## config.mk

```make
export PLATFORM = sky130hd
export DESIGN_NAME = gpio_clk_monitor
export DESIGN_NICKNAME = d
export VERILOG_FILES = /design/src/rtl/gpio_clk_monitor.sv
export SDC_FILE = /design/constraint.sdc
export NUM_CORES = 1
export LEC_CHECK = 0
export CAP_MARGIN = 10
export CELL_PAD_IN_SITES_DETAIL_PLACEMENT = 0
export CELL_PAD_IN_SITES_GLOBAL_PLACEMENT = 1
export CORE_ASPECT_RATIO = 2
export CORE_UTILIZATION = 50
export CTS_CLUSTER_SIZE = 20
export DETAILED_ROUTE_END_ITERATION = 12
export DONT_BUFFER_PORTS = 1
export PLACE_DENSITY = 0.83
export SYNTH_ARGS = -nofsm -noshare
export SYNTH_HDL_FRONTEND = slang
export SYNTH_SLANG_ARGS = --single-unit
```

## constraint.sdc

```tcl
create_clock -name clk -period 13.7 [get_ports clk]
set_input_delay 3.425 -clock clk [delete_from_list [all_inputs] [get_ports clk]]
set_output_delay 3.425 -clock clk [all_outputs]
set_load 0.02 [all_outputs]
```

## src/rtl/gpio_clk_monitor.sv

```systemverilog
// Measures the period of a square wave on one selected GPIO input and reports lock when
// the period stays within tolerance of a programmed expectation for LOCK_COUNT periods.
module gpio_clk_monitor #(
    parameter int BASE        = 0,
    parameter int WIDTH       = 10,
    parameter int SYNC_STAGES = 2,
    parameter int LOCK_COUNT  = 4
) (
    input  logic             clk,
    input  logic             reset,
    input  logic             set_stb,
    input  logic [7:0]       set_addr,
    input  logic [31:0]      set_data,
    input  logic [WIDTH-1:0] gpio_in,
    output logic             edge_stb,
    output logic             locked,
    output logic [31:0]      rb_data
);
    typedef enum logic [1:0] {DISABLED, ACQUIRE, TRACK, LOCKED} state_t;

    logic [4:0]  ctrl_q, ctrl_d;
    logic [15:0] expected_q, expected_d;
    logic [7:0]  tol_q, tol_d;
    logic [15:0] timeout_q, timeout_d;
    logic        wr_ctrl, clr_lost, ctrl_changed, enable;

    logic                   sel_pin;
    logic [SYNC_STAGES-1:0] sync_q, sync_d;
    logic                   prev_q, prev_d;
    logic                   rise_q, rise_d;
    logic                   edge_stb_q, edge_stb_d;

    state_t      state_q, state_d;
    logic [15:0] cnt_q, cnt_d, cnt_inc;
    logic [15:0] period_q, period_d;
    logic [7:0]  edge_cnt_q, edge_cnt_d;
    logic [7:0]  good_cnt_q, good_cnt_d, good_inc;
    logic        locked_q, locked_d;
    logic        lost_q, lost_d, loss;
    logic [31:0] rb_data_q, rb_data_d;
    logic [16:0] diff, abs_diff;
    logic        good, timed_out;

    always_comb begin
        ctrl_d     = ctrl_q;
        expected_d = expected_q;
        tol_d      = tol_q;
        timeout_d  = timeout_q;
        wr_ctrl    = set_stb && (set_addr == 8'(BASE));
        if (wr_ctrl) ctrl_d = set_data[4:0];
        if (set_stb && (set_addr == 8'(BASE + 1))) expected_d = set_data[15:0];
        if (set_stb && (set_addr == 8'(BASE + 2))) tol_d = set_data[7:0];
        if (set_stb && (set_addr == 8'(BASE + 3))) timeout_d = set_data[15:0];
        clr_lost     = wr_ctrl && set_data[5];
        // Only a write that alters pin_sel/enable restarts acquisition; a pure clr_lost write does not
        ctrl_changed = wr_ctrl && (set_data[4:0] != ctrl_q);
        enable       = ctrl_d[4];
    end

    always_comb begin
        sel_pin = 1'b0;
        for (int unsigned i = 0; i < WIDTH; i++) begin
            if (32'(ctrl_q[3:0]) == i) sel_pin = gpio_in[i];
        end
        sync_d     = {sync_q[SYNC_STAGES-2:0], sel_pin};
        prev_d     = sync_q[SYNC_STAGES-1];
        rise_d     = sync_q[SYNC_STAGES-1] & ~prev_q;
        edge_stb_d = rise_q;
    end

    always_comb begin
        cnt_inc   = (cnt_q == 16'hFFFF) ? cnt_q : cnt_q + 16'd1;
        good_inc  = (good_cnt_q == 8'hFF) ? good_cnt_q : good_cnt_q + 8'd1;
        diff      = {1'b0, cnt_inc} - {1'b0, expected_q};
        abs_diff  = diff[16] ? (~diff + 17'd1) : diff;
        good      = abs_diff <= {9'd0, tol_q};
        timed_out = (timeout_q != 16'd0) && !rise_q && (cnt_inc == timeout_q);

        state_d    = state_q;
        cnt_d      = rise_q ? 16'd0 : cnt_inc;
        period_d   = period_q;
        edge_cnt_d = edge_cnt_q + {7'd0, rise_q};
        good_cnt_d = good_cnt_q;
        loss       = 1'b0;

        case (state_q)
            DISABLED: begin
                state_d = ACQUIRE;
                cnt_d   = '0;
            end
            ACQUIRE: begin
                good_cnt_d = '0;
                if (rise_q) state_d = TRACK;
            end
            TRACK: begin
                if (rise_q) begin
                    period_d = cnt_inc;
                    if (good) begin
                        good_cnt_d = good_inc;
                        if (good_inc >= 8'(LOCK_COUNT)) state_d = LOCKED;
                    end else begin
                        good_cnt_d = '0;
                    end
                end else if (timed_out) begin
                    state_d    = ACQUIRE;
                    good_cnt_d = '0;
                end
            end
            default: begin
                if (rise_q) begin
                    period_d   = cnt_inc;
                    good_cnt_d = good_inc;
                    if (!good) begin
                        state_d    = ACQUIRE;
                        good_cnt_d = '0;
                        loss       = 1'b1;
                    end
                end else if (timed_out) begin
                    state_d    = ACQUIRE;
                    good_cnt_d = '0;
                    loss       = 1'b1;
                end
            end
        endcase

        if (!enable) begin
            state_d    = DISABLED;
            cnt_d      = '0;
            period_d   = '0;
            edge_cnt_d = '0;
            good_cnt_d = '0;
        end else if (ctrl_changed && state_q != DISABLED) begin
            state_d    = ACQUIRE;
            good_cnt_d = '0;
        end

        // A loss in the same cycle as clr_lost leaves the flag set
        lost_d    = loss ? 1'b1 : (clr_lost ? 1'b0 : lost_q);
        locked_d  = (state_d == LOCKED);
        rb_data_d = {enable, locked_d, lost_d, 5'b0, edge_cnt_d, period_d};
    end

    always_ff @(posedge clk) begin
        if (reset) begin
            ctrl_q     <= '0;
            expected_q <= '0;
            tol_q      <= '0;
            timeout_q  <= '0;
            sync_q     <= '0;
            prev_q     <= 1'b0;
            rise_q     <= 1'b0;
            edge_stb_q <= 1'b0;
            state_q    <= DISABLED;
            cnt_q      <= '0;
            period_q   <= '0;
            edge_cnt_q <= '0;
            good_cnt_q <= '0;
            locked_q   <= 1'b0;
            lost_q     <= 1'b0;
            rb_data_q  <= '0;
        end else begin
            ctrl_q     <= ctrl_d;
            expected_q <= expected_d;
            tol_q      <= tol_d;
            timeout_q  <= timeout_d;
            sync_q     <= sync_d;
            prev_q     <= prev_d;
            rise_q     <= rise_d;
            edge_stb_q <= edge_stb_d;
            state_q    <= state_d;
            cnt_q      <= cnt_d;
            period_q   <= period_d;
            edge_cnt_q <= edge_cnt_d;
            good_cnt_q <= good_cnt_d;
            locked_q   <= locked_d;
            lost_q     <= lost_d;
            rb_data_q  <= rb_data_d;
        end
    end

    assign edge_stb = edge_stb_q;
    assign locked   = locked_q;
    assign rb_data  = rb_data_q;
endmodule
```

==> qor.txt <==
row count: 58
max_cap viols: 0
total vias in the final route: 5801
CTS tree: yes
Synth Register Bits: 102
drt first pass iters: 5
vias in the first global route: 5590
antenna viol nets, final: 0
Layout area overhead: 5.048%
layout cells sized above 1: 4.470%
first-pass GRT wire length: 28970 um
Worst Skew: 0.01027 ns
peak supply drop: 70.11 uV
initial antenna violation count: 0
number of synthesized flops with an enable pin: 0
Leakage Power: 2.879 nW
antenna cell count: 0
Synth cell types: 78
FFs w/ async S/R, synth: 0%
HPWL after DPL: 14270 um
Clock transition at path regs: 0.08 ns
boundary pin count: 87
Arrival @ worst endpoint: 7.77 ns
Max Root-Sink Buffers: 2
CP Max Fanout: 11
Final Hold Violating Endpoints: 0
Mapped Cells: 801
post-layout min period: 7.493 ns
routed vias/inst: 6.218
# fillers: 1225
Starting DRT DRC Count: 376
# clock sinks: 102
top cell type by total area after synthesis: dfxtp_1
post-synth top area share: 31.32%
Crit Path Class: reg -> reg
Final nets: 861
worst endpoint required time: 13.98 ns
GRT overflow: 0
post-route insts no fill: 933
Port Buf Inserts: 0
worst hold path type: reg -> reg
reg-to-reg setup timing slack: 6.21 ns
Post-Route WL: 18560 um
Syn Area/Cell: 8.138 um^2
worst slack at placement: 6.424 ns
Die ar.: 13530 um^2
Num CTS Buffers: 9
sequential share of the synthesized area: 31.32%
top post-synthesis cells by area: dfxtp_1, mux2i_1, nor2_1
crit start category: flip-flop
slowest cell on the critical path: or4_1
power density cells: 83.99 nW/um^2
Final Power: 0.5752 mW
run status: finished, final reports clean
routability cong.: 0.9484
die width: 82.74 um
clock root cell: clkbuf_16
Inst Count DP: 917
RSZ-0062 raised after global routing: false
H-tree levels: 3
Post-route DRC: 0
largest net degree at the start of global routing: 52
CTS resizes: 0
cts hold-fix bufs: 0
Setup crit end kind: flip-flop
Mapped Area: 6519 um^2
CORE AREA: 12630 um^2
WL per Instance: 19.89 um
period utilisation layout: 54.69%
Worst slew margin: 25.34%
setup ws final: 6.207 ns
Synth Flop Type: dfxtp_1
slowest stage delay, CP: 0.73 ns
post-CTS setup buffers: 0
die height: 163.5 um
achievable frequency: 0.1335 GHz
Setup Viol. Count Final: 0
Post-Route Setup TNS: 0 ns
Worst Tran Pin Value: 1.116 ns
Yosys warnings: 0
GRT Total Usage: 29.02%
clk_lat worst skew: 0.36 ns
Final Slew Violations: 0
Initial Utilization: 51.63%
-- metrics by stage --
step           hold slack, ns  utilization (%)  cell area, um^2
3_3_place_gp           0.3760            51.91             6555
5_1_grt                0.4256            54.23             6848
3_5_place_dp           0.3947            51.91             6555
4_1_cts                0.4099            54.23             6848
2_1_floorplan          0.3674                -             6534
6_report               0.4021            54.23             6848
-- logic make-up (layout without fill, tap and decap cells) --
family / count (synthesis) / in the layout / synth area share, %
fa+ha+maj: 30 / 30 / 5.873
other cells: 1 / 5 / 0.05753
simple gates: 314 / 314 / 24.15
flops: 102 / 102 / 31.32
compound gates: 155 / 155 / 16.97
mux: 60 / 60 / 9.405
xor+xnor: 45 / 45 / 6.161
buf+inv: 94 / 72 / 6.065
-- state kept, by name (all words and copies together), names as in the netlist --
register and flops:
ctrl_q 5, period_q 15, edge_stb_d 1, prev_q 1, cnt_q 16, timeout_q 16, tol_q 8, good_cnt_q 8
rb_data 4, sync_q 2, edge_stb 1, state_q 2, edge_cnt_q 7, expected_q 16
-- area by class of cell --
cell class	instances	area, um^2	area share [%]
Multi-Input combinational cell	609	4096	59.82
Clock inverter	6	53.80	0.7857
Timing Repair Buffer	5	37.54	0.5481
Tap cell	150	187.7	2.741
Inverter	51	191.4	2.796
Clock buffer	10	239.0	3.490
Sequential cell	102	2042	29.82
-- metal layers --
layer	global-route usage, %	wire (um)	up-vias
li1	-	-	2799
met1	29.53	6598	2763
met2	51.34	9887	185
met3	4.413	727	54
met4	20.92	1347	0
met5	0	0	-
-- worst max-delay path, delay by kind of cell, from the launching register on --
| family | cells | cell delay [ns] |
|---|---|---|
| adder cells (fa/ha/maj) | 2 | 0.73 |
| flip-flops | 1 | 0.48 |
| AO/OA/AOI/OAI | 10 | 2.71 |
| XOR/XNOR | 2 | 0.84 |
| buffers and inverters | 1 | 0.13 |
| AND/OR/NAND/NOR | 10 | 2.51 |
-- power by group --
part           switching [mW]  total, mW  internal (mW)  leakage, nW
combinational          0.0102     0.0165        0.00636         1.92
clock                   0.130      0.262          0.131        0.141
sequential           0.000342      0.297          0.297        0.822
total                   0.141      0.575          0.435         2.88
-- cell usage after synthesis (3+ instances only) --
| library cell | count |
|---|---|
| nand2_1 | 52 |
| dfxtp_1 | 102 |
| a41oi_1 | 3 |
| a311oi_1 | 3 |
| or3_1 | 3 |
| a31oi_1 | 9 |
| buf_4 | 9 |
| a22oi_1 | 3 |
| nand4_1 | 19 |
| nand3_1 | 25 |
| a21oi_1 | 37 |
| nor4_1 | 10 |
| clkbuf_1 | 25 |
| o211a_1 | 3 |
| a32o_1 | 3 |
| o21a_1 | 5 |
| xor2_1 | 19 |
| and4_1 | 7 |
| o21bai_1 | 4 |
| and2_1 | 11 |
| o221ai_1 | 3 |
| nor2b_1 | 10 |
| nor3_1 | 12 |
| o21ai_1 | 10 |
| nor3b_1 | 5 |
| nand3b_1 | 5 |
| or4_1 | 4 |
| buf_2 | 7 |
| ha_1 | 29 |
| a21o_1 | 4 |
| a221oi_1 | 6 |
| nand2b_1 | 9 |
| o211ai_1 | 6 |
| mux2i_1 | 59 |
| a211oi_1 | 12 |
| xnor2_1 | 25 |
| or4b_1 | 3 |
| inv_1 | 51 |
| and3_1 | 9 |
| nor2_1 | 118 |
| o21ai_0 | 16 |
-- placed cells by master, fill, tap and decap left out, types with 4 or more instances in the layout --
| master | netlist | layout |
|---|---|---|
| a211oi_1 | 12 | 12 |
| a21o_1 | 4 | 4 |
| a21oi_1 | 37 | 37 |
| a221oi_1 | 6 | 6 |
| a31oi_1 | 9 | 9 |
| and2_1 | 11 | 11 |
| and3_1 | 9 | 9 |
| and4_1 | 7 | 7 |
| buf_4 | 9 | 5 |
| clkbuf_16 | 0 | 9 |
| conb_1 | 1 | 5 |
| dfxtp_1 | 102 | 102 |
| ha_1 | 29 | 29 |
| inv_1 | 51 | 51 |
| mux2i_1 | 59 | 59 |
| nand2_1 | 52 | 52 |
| nand2b_1 | 9 | 9 |
| nand3_1 | 25 | 25 |
| nand3b_1 | 5 | 5 |
| nand4_1 | 19 | 19 |
| nor2_1 | 118 | 118 |
| nor2b_1 | 10 | 10 |
| nor3_1 | 12 | 12 |
| nor3b_1 | 5 | 5 |
| nor4_1 | 10 | 10 |
| o211ai_1 | 6 | 6 |
| o21a_1 | 5 | 5 |
| o21ai_0 | 16 | 16 |
| o21ai_1 | 10 | 10 |
| o21bai_1 | 4 | 4 |
| or4_1 | 4 | 4 |
| xnor2_1 | 25 | 25 |
| xor2_1 | 19 | 19 |
-- path summary, 6_finish.rpt --
kind         cells past startpoint          end     start
max                             25  rb_data[30]  cnt_q[8]
min                              1   edge_stb_d    prev_q
max reg2reg                     25  rb_data[30]  cnt_q[8]
min reg2reg                      1   edge_stb_d    prev_q
(Power assumes the default switching activity.)
